## config.mk

```make
export PLATFORM = sky130hd
export DESIGN_NAME = time_verifier_arbiter
export DESIGN_NICKNAME = d
export VERILOG_FILES = /design/src/rtl/time_verifier_arbiter.sv
export SDC_FILE = /design/constraint.sdc
export NUM_CORES = 1
export LEC_CHECK = 0
export BUFFER_PORTS_ARGS = -buffer_cell sky130_fd_sc_hd__buf_2
export CORE_MARGIN = 1
export CORE_UTILIZATION = 55
export DETAILED_ROUTE_END_ITERATION = 12
export PLACE_DENSITY = 0.92
export SYNTH_ARGS = -nofsm -noshare
export SYNTH_HDL_FRONTEND = slang
export SYNTH_SLANG_ARGS = --single-unit
```

## constraint.sdc

```tcl
create_clock -name Clk -period 3.15 [get_ports Clk]
set_input_delay 0 -clock Clk [delete_from_list [all_inputs] [get_ports Clk]]
set_output_delay 0 -clock Clk [all_outputs]
set_load 0.03 [all_outputs]
```

## src/rtl/time_verifier_arbiter.sv

```systemverilog
// time_verifier_arbiter
//
// Purpose:
//   Shares a single cycle-timing verifier among four requesting channels.
//   Channels are served round-robin. The granted channel's CStart/CEnd pulses
//   are steered onto the verifier. The verifier's Error output is watched for
//   a fixed check window. If an error is reported, it is cleared through the
//   verifier's ErrorRst. The outcome is then reported as a one-cycle Done pulse
//   with pass / fail / timeout qualifiers and sticky per-channel flags.
//
// Ports:
//   Clk          rising-edge clock
//   Rst          synchronous active-high reset (shared with the verifier)
//   Req[3:0]     per-channel check request (level)
//   CStartIn[3:0] per-channel cycle-start pulse
//   CEndIn[3:0]  per-channel cycle-end pulse
//   ClrFlags     clears ErrFlags/ToFlags (a same-edge set wins)
//   VError       verifier Error output
//   VStart       to verifier CStart (combinational)
//   VEnd         to verifier CEnd (combinational)
//   VErrorRst    to verifier ErrorRst (combinational)
//   Grant[3:0]   registered one-hot grant
//   Done         one-cycle completion pulse
//   DoneId[1:0]  channel that completed, valid with Done
//   DoneFail     verifier reported an error, valid with Done
//   DoneTimeout  CStart never arrived, valid with Done
//   ErrFlags[3:0] sticky per-channel fail flags
//   ToFlags[3:0] sticky per-channel timeout flags

module time_verifier_arbiter #(
  parameter int TIMEOUT = 16,
  parameter int TW      = 5
) (
  input  logic       Clk,
  input  logic       Rst,
  input  logic [3:0] Req,
  input  logic [3:0] CStartIn,
  input  logic [3:0] CEndIn,
  input  logic       ClrFlags,
  input  logic       VError,
  output logic       VStart,
  output logic       VEnd,
  output logic       VErrorRst,
  output logic [3:0] Grant,
  output logic       Done,
  output logic [1:0] DoneId,
  output logic       DoneFail,
  output logic       DoneTimeout,
  output logic [3:0] ErrFlags,
  output logic [3:0] ToFlags
);

  typedef enum logic [2:0] {
    IDLE,
    GRANT,
    CHECK,
    CLEAR,
    DONE
  } state_t;

  localparam logic [TW-1:0] TO_LAST  = TW'(TIMEOUT - 1);
  localparam logic [2:0]    CHK_LAST = 3'd4;

  state_t     state;
  state_t     stateNext;
  logic [1:0] ptr;
  logic [1:0] gIdx;
  logic [1:0] winIdx;
  logic       anyReq;
  logic [TW-1:0] toCnt;
  logic [2:0] chkCnt;
  logic       failLat;
  logic       toLat;
  logic [3:0] gMask;
  logic [3:0] errSet;
  logic [3:0] toSet;

  // Round-robin pick: scan upward from the priority pointer with wrap-around.
  // The loop runs from the farthest offset down to the nearest so that the
  // nearest requesting channel is the last (and therefore winning) assignment.
  always_comb begin
    winIdx = ptr;
    anyReq = 1'b0;
    for (int i = 3; i >= 0; i--) begin
      if (Req[ptr + 2'(i)]) begin
        winIdx = ptr + 2'(i);
        anyReq = 1'b1;
      end
    end
  end

  // Flag set masks only assert on the DONE edge for the granted channel.
  always_comb begin
    gMask  = 4'b0001 << gIdx;
    errSet = ((state == DONE) && failLat) ? gMask : 4'b0000;
    toSet  = ((state == DONE) && toLat)   ? gMask : 4'b0000;
  end

  // State register.
  always_ff @(posedge Clk) begin
    if (Rst) begin
      state <= IDLE;
    end else begin
      state <= stateNext;
    end
  end

  // Next-state decode and the combinational verifier drive. Only the granted
  // channel is ever routed to the verifier. CStart is blocked once checking
  // starts, so a stray start cannot restart the verifier mid-sequence.
  // In GRANT a start on the final timeout edge still counts as a start.
  always_comb begin
    stateNext = state;
    VStart    = 1'b0;
    VEnd      = 1'b0;
    VErrorRst = 1'b0;
    case (state)
      IDLE: begin
        if (anyReq) stateNext = GRANT;
      end
      GRANT: begin
        VStart = CStartIn[gIdx];
        VEnd   = CEndIn[gIdx];
        if (CStartIn[gIdx])      stateNext = CHECK;
        else if (toCnt == TO_LAST) stateNext = DONE;
      end
      CHECK: begin
        VEnd = CEndIn[gIdx];
        if (VError)                 stateNext = CLEAR;
        else if (chkCnt == CHK_LAST) stateNext = DONE;
      end
      CLEAR: begin
        VErrorRst = 1'b1;
        if (!VError) stateNext = DONE;
      end
      DONE: begin
        stateNext = IDLE;
      end
      default: begin
        stateNext = IDLE;
      end
    endcase
  end

  // Datapath: grant capture, the timeout and check counters, outcome latches
  // and the registered completion outputs. Done and its qualifiers are
  // loaded on the DONE edge, so they appear together with Grant dropping.
  // A clear request and a same-edge set combine so the set survives.
  always_ff @(posedge Clk) begin
    if (Rst) begin
      ptr         <= 2'd0;
      gIdx        <= 2'd0;
      Grant       <= 4'b0000;
      toCnt       <= '0;
      chkCnt      <= 3'd0;
      failLat     <= 1'b0;
      toLat       <= 1'b0;
      Done        <= 1'b0;
      DoneId      <= 2'd0;
      DoneFail    <= 1'b0;
      DoneTimeout <= 1'b0;
      ErrFlags    <= 4'b0000;
      ToFlags     <= 4'b0000;
    end else begin
      Done <= 1'b0;
      case (state)
        IDLE: begin
          if (anyReq) begin
            gIdx    <= winIdx;
            Grant   <= 4'b0001 << winIdx;
            toCnt   <= '0;
            failLat <= 1'b0;
            toLat   <= 1'b0;
          end
        end
        GRANT: begin
          if (CStartIn[gIdx])        chkCnt <= 3'd0;
          else if (toCnt == TO_LAST) toLat  <= 1'b1;
          else                       toCnt  <= toCnt + 1'b1;
        end
        CHECK: begin
          if (VError)                  failLat <= 1'b1;
          else if (chkCnt != CHK_LAST) chkCnt  <= chkCnt + 3'd1;
        end
        DONE: begin
          Done        <= 1'b1;
          DoneId      <= gIdx;
          DoneFail    <= failLat;
          DoneTimeout <= toLat;
          ptr         <= gIdx + 2'd1;
          Grant       <= 4'b0000;
        end
        default: begin
        end
      endcase
      ErrFlags <= (ClrFlags ? 4'b0000 : ErrFlags) | errSet;
      ToFlags  <= (ClrFlags ? 4'b0000 : ToFlags)  | toSet;
    end
  end

endmodule
```

==> results of run 1 <==
cells by family after synthesis:
kind of cell               count (synthesis)
xor gates and xnor gates                   4
DFF                                       34
buffers and inverters                     19
muxes                                      6
adders and majority gates                  8
and+or+nand+nor                           79
AOI/OAI and AO/OA                         43
power groups by stage:
stage | sequential [W] | combinational (W) | clock, W
finish | 0.000491 | 0.000240 | 0.000258
global route | 0.000496 | 0.000266 | 0.000277
CTS | 0.000490 | 0.000239 | 0.000256
detailed placement | 0.000500 | 0.000237 | 0
global placement | 0.000499 | 0.000234 | 0
floorplan | 0.000493 | 0.000184 | 0
sequential cells by signal, indices dropped and copies added, names as in the netlist, 2 cells and up:
register and flops:
gIdx 2, state 3, ptr 2, Grant 4
DoneId 2, toCnt 5, chkCnt 3, ErrFlags 4
ToFlags 4
worst min path at each step:
stage | start | end | slack [ps] | depth (start not counted)
global route | VError | failLat$_SDFFE_PP0P_ | 30 | 3
finish | VError | failLat$_SDFFE_PP0P_ | 8 | 3
CTS | VError | failLat$_SDFFE_PP0P_ | 7 | 3
detailed placement | VError | failLat$_SDFFE_PP0P_ | 360 | 3
floorplan | VError | failLat$_SDFFE_PP0P_ | 200 | 2
global placement | VError | failLat$_SDFFE_PP0P_ | 360 | 3
through the flow:
stage          setup WS, ps  instances  hold WS (ps)  total power (W)
3_3_place_gp           1150        252           357         0.000733
5_1_grt                 907        260          34.3          0.00104
3_5_place_dp           1040        252           359         0.000737
4_1_cts                1030        260          7.23         0.000986
2_1_floorplan          1260        193           202         0.000677
6_report               1040        260          8.21         0.000989
metal layers:
layer  GRT usage, %  routed length (µm)  up-vias
met3           8.06                 245        6
li1               -                   -      754
met4           5.92                  43        0
met2           33.9                1540       53
met5              0                   0        -
met1           31.9                1640      697
cells in the final DEF (no fill, tap or decap), types with 2 or more instances in the layout:
cell,count
nand3_1,7
xor2_1,2
buf_2,35
nor3b_1,2
or3_1,3
ha_1,8
inv_1,11
and3_1,4
a32oi_1,8
a211oi_1,2
mux2i_1,5
nand2_1,20
nor2b_1,2
nor3_1,4
and3b_1,2
o21ai_0,3
a21oi_1,20
clkbuf_4,5
o31ai_1,2
dfxtp_1,34
nand3b_1,3
xnor2_1,2
nor2_1,25
cell type report:
type                    count  area [µm²]
repair buffers             36         183
well taps                  31        38.8
fillers                   229         892
clock buffers               7        55.1
clock inverters             1        5.00
multi-input cells         140         886
inverters                  11        41.3
flip-flops and latches     34         681
critical path, delay by kind of cell, from the launching register on:
kind                       cells  cell delay, ps
and+or+nand+nor                4             860
AOI/OAI and AO/OA              1             140
muxes                          1             240
DFF                            1             340
adders and majority gates      2             430
==> results.md, run 1 <==
* Status: complete, no violations
* Post-synth ARST share at 0%
* Postcts setup bufs at 0
* Initial core utilization at 58.9%
* Cell Pwr Density at 523 nW/µm²
* Worst relative slew slack at 66.2%
* Hold Path Class: input pin to register
* Area Growth Syn to Fin at 15.3%
* Antenna violations before repair at 0
* R2r endpoint: toCnt[1]$_SDFFE_PP0P_
* Die Wd at 56.6 µm
* Critical path fanouts, max at 6
* Capture point of the critical path: toCnt[1]$_SDFFE_PP0P_
* HPWL Detailed at 2.47 mm
* Routed wire length at 3.47 mm
* Seq pwr share at 49.6%
* Clock power frac at 26.1%
* Post-Syn Nets at 217
* Combinational Power Share at 24.2%
* Core area at 2780 µm²
* Crit Path Class: register to register
* Min Tclk post-route at 2110 ps
* Crit start category: register
* Fmax at 0.474 GHz
* Placement Cell Area at 1830 µm²
* Sum Neg Setup Slack at 0 ps
* IO Count at 36
* Worst path required time at 3370 ps
* Site Rows at 19
* Post-synthesis compound-gate area fraction at 17.5%
* Ant diodes at 0
* Via-per-instance ratio at 5.81
* R2R Setup Slk at 1040 ps
* RSZ-0062 raised after global routing: no
* Worst Setup SP: toCnt[0]$_SDFFE_PP0P_
* Synth Area in Simple Gates at 23.9%
* Wire per inst at 13.4 µm
* Die Height at 56.6 µm
* Synthesized instance count at 193
* Post-synthesis mux area share at 4.43%
* Power Internal at 0.000653 W
* Fin area at 1890 µm²
* Clock skew at 15.1 ps
* Tot GR Track Use at 23.0%
* # port buffers at 35
* Starting DRT DRC Count at 60
* CTS Hold Buffers Added at 0
* Largest family of logic cells by synthesized area: simple AND/OR/NAND/NOR gates
* TritonCTS buffer count at 5
* Final setup violation count at 0
* Synth top area share at 41.5%
* R2R cell count at 8
* Post-synthesis sequential area ratio at 41.5%
* Clk buf depth at 2
* GRT overflow at 0
* Crit-path max cell delay at 360 ps
* Leading area contributor after synthesis: dfxtp_1
* Clock Pin Slew Worst Setup and Hold Paths at 100 ps
* Net Sw Power at 0.000336 W
* Measured slew at the worst slew-check pin at 503 ps
* Synth Flop Type: dfxtp_1
* Pre-antenna DRT Iters at 4
* Post-synthesis adder-cell area fraction at 6.11%
* Slew Viols, Final at 0
* Gp weighted congestion at 0.828
* Synth Area per Inst at 8.49 µm²
* CTS root buffer: clkbuf_4
* Net total in the final layout at 252
* Max rail drop VDD at 0.474 mV
* Cts repair resizes at 0
* Reg2reg start: toCnt[0]$_SDFFE_PP0P_
* Die footprint at 3200 µm²
* Pin count of the biggest net entering global routing at 29
* Leak at 0.831 nW
* Synth unique cells at 40
* Share of cells above drive strength 1 at 20.5%
* Synthesized flop and latch total at 34
* CTS tree: done
* Maxcap violations at 0
* Global-route wire length before repair at 5.71 mm
* Crit share post-route at 67.0%
* Crit-path cells: ha_1 > and3_1 > ha_1 > nor3b_1 > a222oi_1 > nor3_2 > mux2i_1 > nor2_1
* Final core area utilization at 67.9%
* Slowest CP cell: nor3_2
* Htree depth at 2
* Xor/xnor share of the synthesized area at 2.14%
* Vias post-DR at 1510
* Top-count cell post-synth: dfxtp_1
* DRT antenna net count at 0
* Synth cell count leaders: 34 x dfxtp_1, 25 x nor2_1, 20 x a21oi_1, 20 x nand2_1, 11 x inv_1
* Critical path's most frequent cell: ha_1
* Post-synthesis cell area at 1640 µm²
* Net switching fraction of the power at 34.0%
* Clock sink count at 34
* CP arrival at 2330 ps
* Synth warnings at 0
* Vias in the first global route at 1292
* EDFF count, synth at 0
* Largest cells by area after synthesis: dfxtp_1 42%, a21oi_1 6.1%, ha_1 6.1%
* # DRC at 0
* Final Hold Vio Count at 0
* Crit. End Element: register
* Worst skew pair latency at 340 ps
No activity file was read; power rests on OpenSTA's default activity.
==> inputs of run 2 (changes only) <==
Settings changed: ABC_AREA from default to 1, CORE_UTILIZATION 55 to 50, PLACE_DENSITY 0.92 to 0.87.
Clock period 3.15 ns to 1.8 ns, I/O delays scaled along.
==> results.md, run 2 <==
* Routed wire length at 4.20 mm (+21%)
* Wire length on met1 at 1.88 mm (+15%)
* TritonCTS buffer count at 5 (unchanged)
* Antenna violations before repair at 0 (unchanged)
* Most common cell after layout, fill and taps aside: nand2_1
* Final cell count without fillers at 372 (+43%)
* Status: complete, no violations
* Synthesized instance count at 280 (+45%)
* Htree depth at 2 (unchanged)
* Min Tclk post-route at 1660 ps (-450 ps)
* Hold Path Class: input pin to register
* EDFF count, synth at 0 (unchanged)
* Crit Path Class: register to register
* Slew Viols, Final at 0 (unchanged)
* Synth cell count leaders: 54 x nand2_1, 52 x inv_1, 34 x dfxtp_1, 28 x nor2_1, 17 x a21oi_1
* Site Rows at 22 (+3)
* Ant diodes at 0 (unchanged)
* Crit share post-route at 92.2% (+25 points)
* Crit start category: register
* Leak at 1.12 nW (+35%)
* Most frequent cells in the layout: 54 x nand2_1, 52 x inv_1, 35 x buf_2
* Vias post-DR at 1844 (+22%)
* Via-per-instance ratio at 4.96 (-15%)
* CTS tree: done
* Largest family of logic cells by synthesized area: simple AND/OR/NAND/NOR gates
* IO Count at 36 (unchanged)
* # DRC at 0 (unchanged)
* Post-synthesis cell area at 1950 µm² (+19%)
* Placed insts at 363 (+44%)
* Postcts setup bufs at 0 (unchanged)
* Cell Pwr Density at 1420 nW/µm² (+170%)
* HPWL Detailed at 3.16 mm (+28%)
* Gp weighted congestion at 0.881 (+6.4%)
* Largest Register: toCnt
* Post-synthesis mux area share at 0% (-4.4 points)
* Initial core utilization at 52.8% (-6.1 points)
* Leading area contributor after synthesis: dfxtp_1
* Synth Area in Simple Gates at 32.8% (+8.9 points)
* Die Wd at 64.4 µm (+14%)
* Post-Syn Nets at 304 (+40%)
* Starting DRT DRC Count at 107 (+78%)
* Share of cells above drive strength 1 at 25.0% (+4.5 points)
* Post-synthesis sequential area ratio at 34.9% (-6.6 points)
* Worst relative slew slack at 80.5% (+14 points)
* CTS root buffer: clkbuf_8
* Die Height at 64.4 µm (+14%)
* Worst path required time at 2020 ps (-1350 ps)
* Synth warnings at 0 (unchanged)
* Fmax at 0.603 GHz (+27%)
* Synth top area share at 34.9% (-6.6 points)
* Synthesized flop and latch total at 34 (unchanged)
* Metal2 WL at 2.08 mm (+35%)
* Worst skew pair latency at 290 ps (-50 ps)
* Maxcap violations at 0 (unchanged)
* Xor/xnor share of the synthesized area at 0.899% (-1.2 points)
* Post-synthesis compound-gate area fraction at 13.4% (-4.1 points)
* Synth Area per Inst at 6.96 µm² (-18%)
* Final setup violation count at 0 (unchanged)
* Net total in the final layout at 347 (+38%)
* Synth unique cells at 32 (-20%)
* # port buffers at 35 (unchanged)
* RSZ-0062 raised after global routing: no
* Sum Neg Setup Slack at 0 ps (unchanged)
* Critical path fanouts, max at 7 (+1)
* Synth Flop Type: dfxtp_1
* Global-route wire length before repair at 7.17 mm (+25%)
* Top sig layer: met4
* Metal3 WL at 211 µm (-14%)
* GRT overflow at 0 (unchanged)
* Measured slew at the worst slew-check pin at 292 ps (-211 ps)
* Wire per inst at 11.3 µm (-15%)
* Max rail drop VDD at 1.04 mV (+120%)
* Top-count cell post-synth: nand2_1
* Vias in the first global route at 1742 (+35%)
* Clk buf depth at 2 (unchanged)
* Clock sink count at 34 (unchanged)
* Core area at 3690 µm² (+33%)
* Post-synth ARST share at 0% (unchanged)
* Final Hold Vio Count at 0 (unchanged)
* Area Growth Syn to Fin at 18.0%
* Pin count of the biggest net entering global routing at 18 (-38%)
* Post-synthesis adder-cell area fraction at 5.14% (-0.97 points)
* Crit. End Element: register
* Largest cells by area after synthesis: dfxtp_1 35%, nand2_1 10%, inv_1 10%
* Pre-antenna DRT Iters at 4 (unchanged)
* CP arrival at 1870 ps (-460 ps)
* Tot GR Track Use at 22.1% (-0.91 points)
* Die footprint at 4150 µm² (+30%)
* Clock Pin Slew Worst Setup and Hold Paths at 80 ps (-20 ps)
* Max reg flops at 5 (unchanged)
* Clock skew at 4.19 ps (-10.9 ps)
* DRT antenna net count at 0 (unchanged)
==> run 2: worst max-delay path, stage by stage (launching register included) <==
cell and delay [ps]:
dfxtp_1 450, inv_2 120, nand2_1 90, nand2_2 70, nand2_1 90, nand2_2 80, nor2_4 140, nand3_2 120
nand2_2 110, inv_4 60, nand2_4 70, nand2_1 50, a21oi_1 120
==> run 2: routing by layer <==
| metal | vias to the layer above | track usage [%] |
|---|---|---|
| li1 | 969 | - |
| met1 | 835 | 25.4 |
| met2 | 38 | 39.9 |
| met3 | 2 | 5.28 |
| met4 | 0 | 7.22 |
| met5 | - | 0 |
==> run 2: area by class of cell <==
type / instances / area (µm²)
well taps: 48 / 60.1
repair buffers: 41 / 223
clock inverters: 2 / 12.5
clock buffers: 6 / 82.6
flip-flops and latches: 34 / 682
inverters: 57 / 221
multi-input cells: 184 / 1020
fillers: 330 / 1390
==> run 2: per-stage QoR <==
| step | power (W) | worst slack, ps | cell area, µm² | utilization, % | hold WS [ps] |
|---|---|---|---|---|---|
| after floorplan | 0.00229 | 275 | 1950 | - | 192 |
| after detailed placement | 0.00267 | 130 | 2190 | 59.4 | 290 |
| after CTS | 0.00327 | 91.5 | 2300 | 62.3 | 41.4 |
| final | 0.00327 | 140 | 2300 | 62.3 | 45.2 |
| after global routing | 0.00352 | 17.8 | 2300 | 62.3 | 59.6 |
| after global placement | 0.00262 | 178 | 2190 | 59.4 | 283 |
==> run 2: cells by family after synthesis <==
family | count (synthesis)
AO/OA/AOI/OAI | 44
XOR/XNOR | 2
adder cells (fa/ha/maj) | 8
buffers and inverters | 62
flip-flops | 34
AND/OR/NAND/NOR | 130
==> run 2: worst paths after layout <==
path                               from  cells past startpoint  slack [ps]                endpoint
setup reg to reg    ptr[1]$_SDFFE_PP0N_                     12         140   toCnt[2]$_SDFFE_PP0P_
hold / removal                   VError                      4          50  chkCnt[1]$_SDFFE_PP0P_
hold reg to reg   DoneFail$_SDFFE_PP0N_                      2         460   DoneFail$_SDFFE_PP0N_
setup / recovery    ptr[1]$_SDFFE_PP0N_                     12         140   toCnt[2]$_SDFFE_PP0P_
==> run 2: power by group <==
group	leakage (nW)	internal, W	switching, W
clock network	0.0472	0.000308	0.000292
logic	0.796	0.000565	0.00110
registers	0.276	0.000876	0.000129
==> run 2: repair_timing <==
action | in CTS | in global routing
resized for setup | 0 | 1
endpoints found under the hold margin | 6 | 0
hold buffers | 1 | 0
endpoints found under the setup margin | 0 | 8
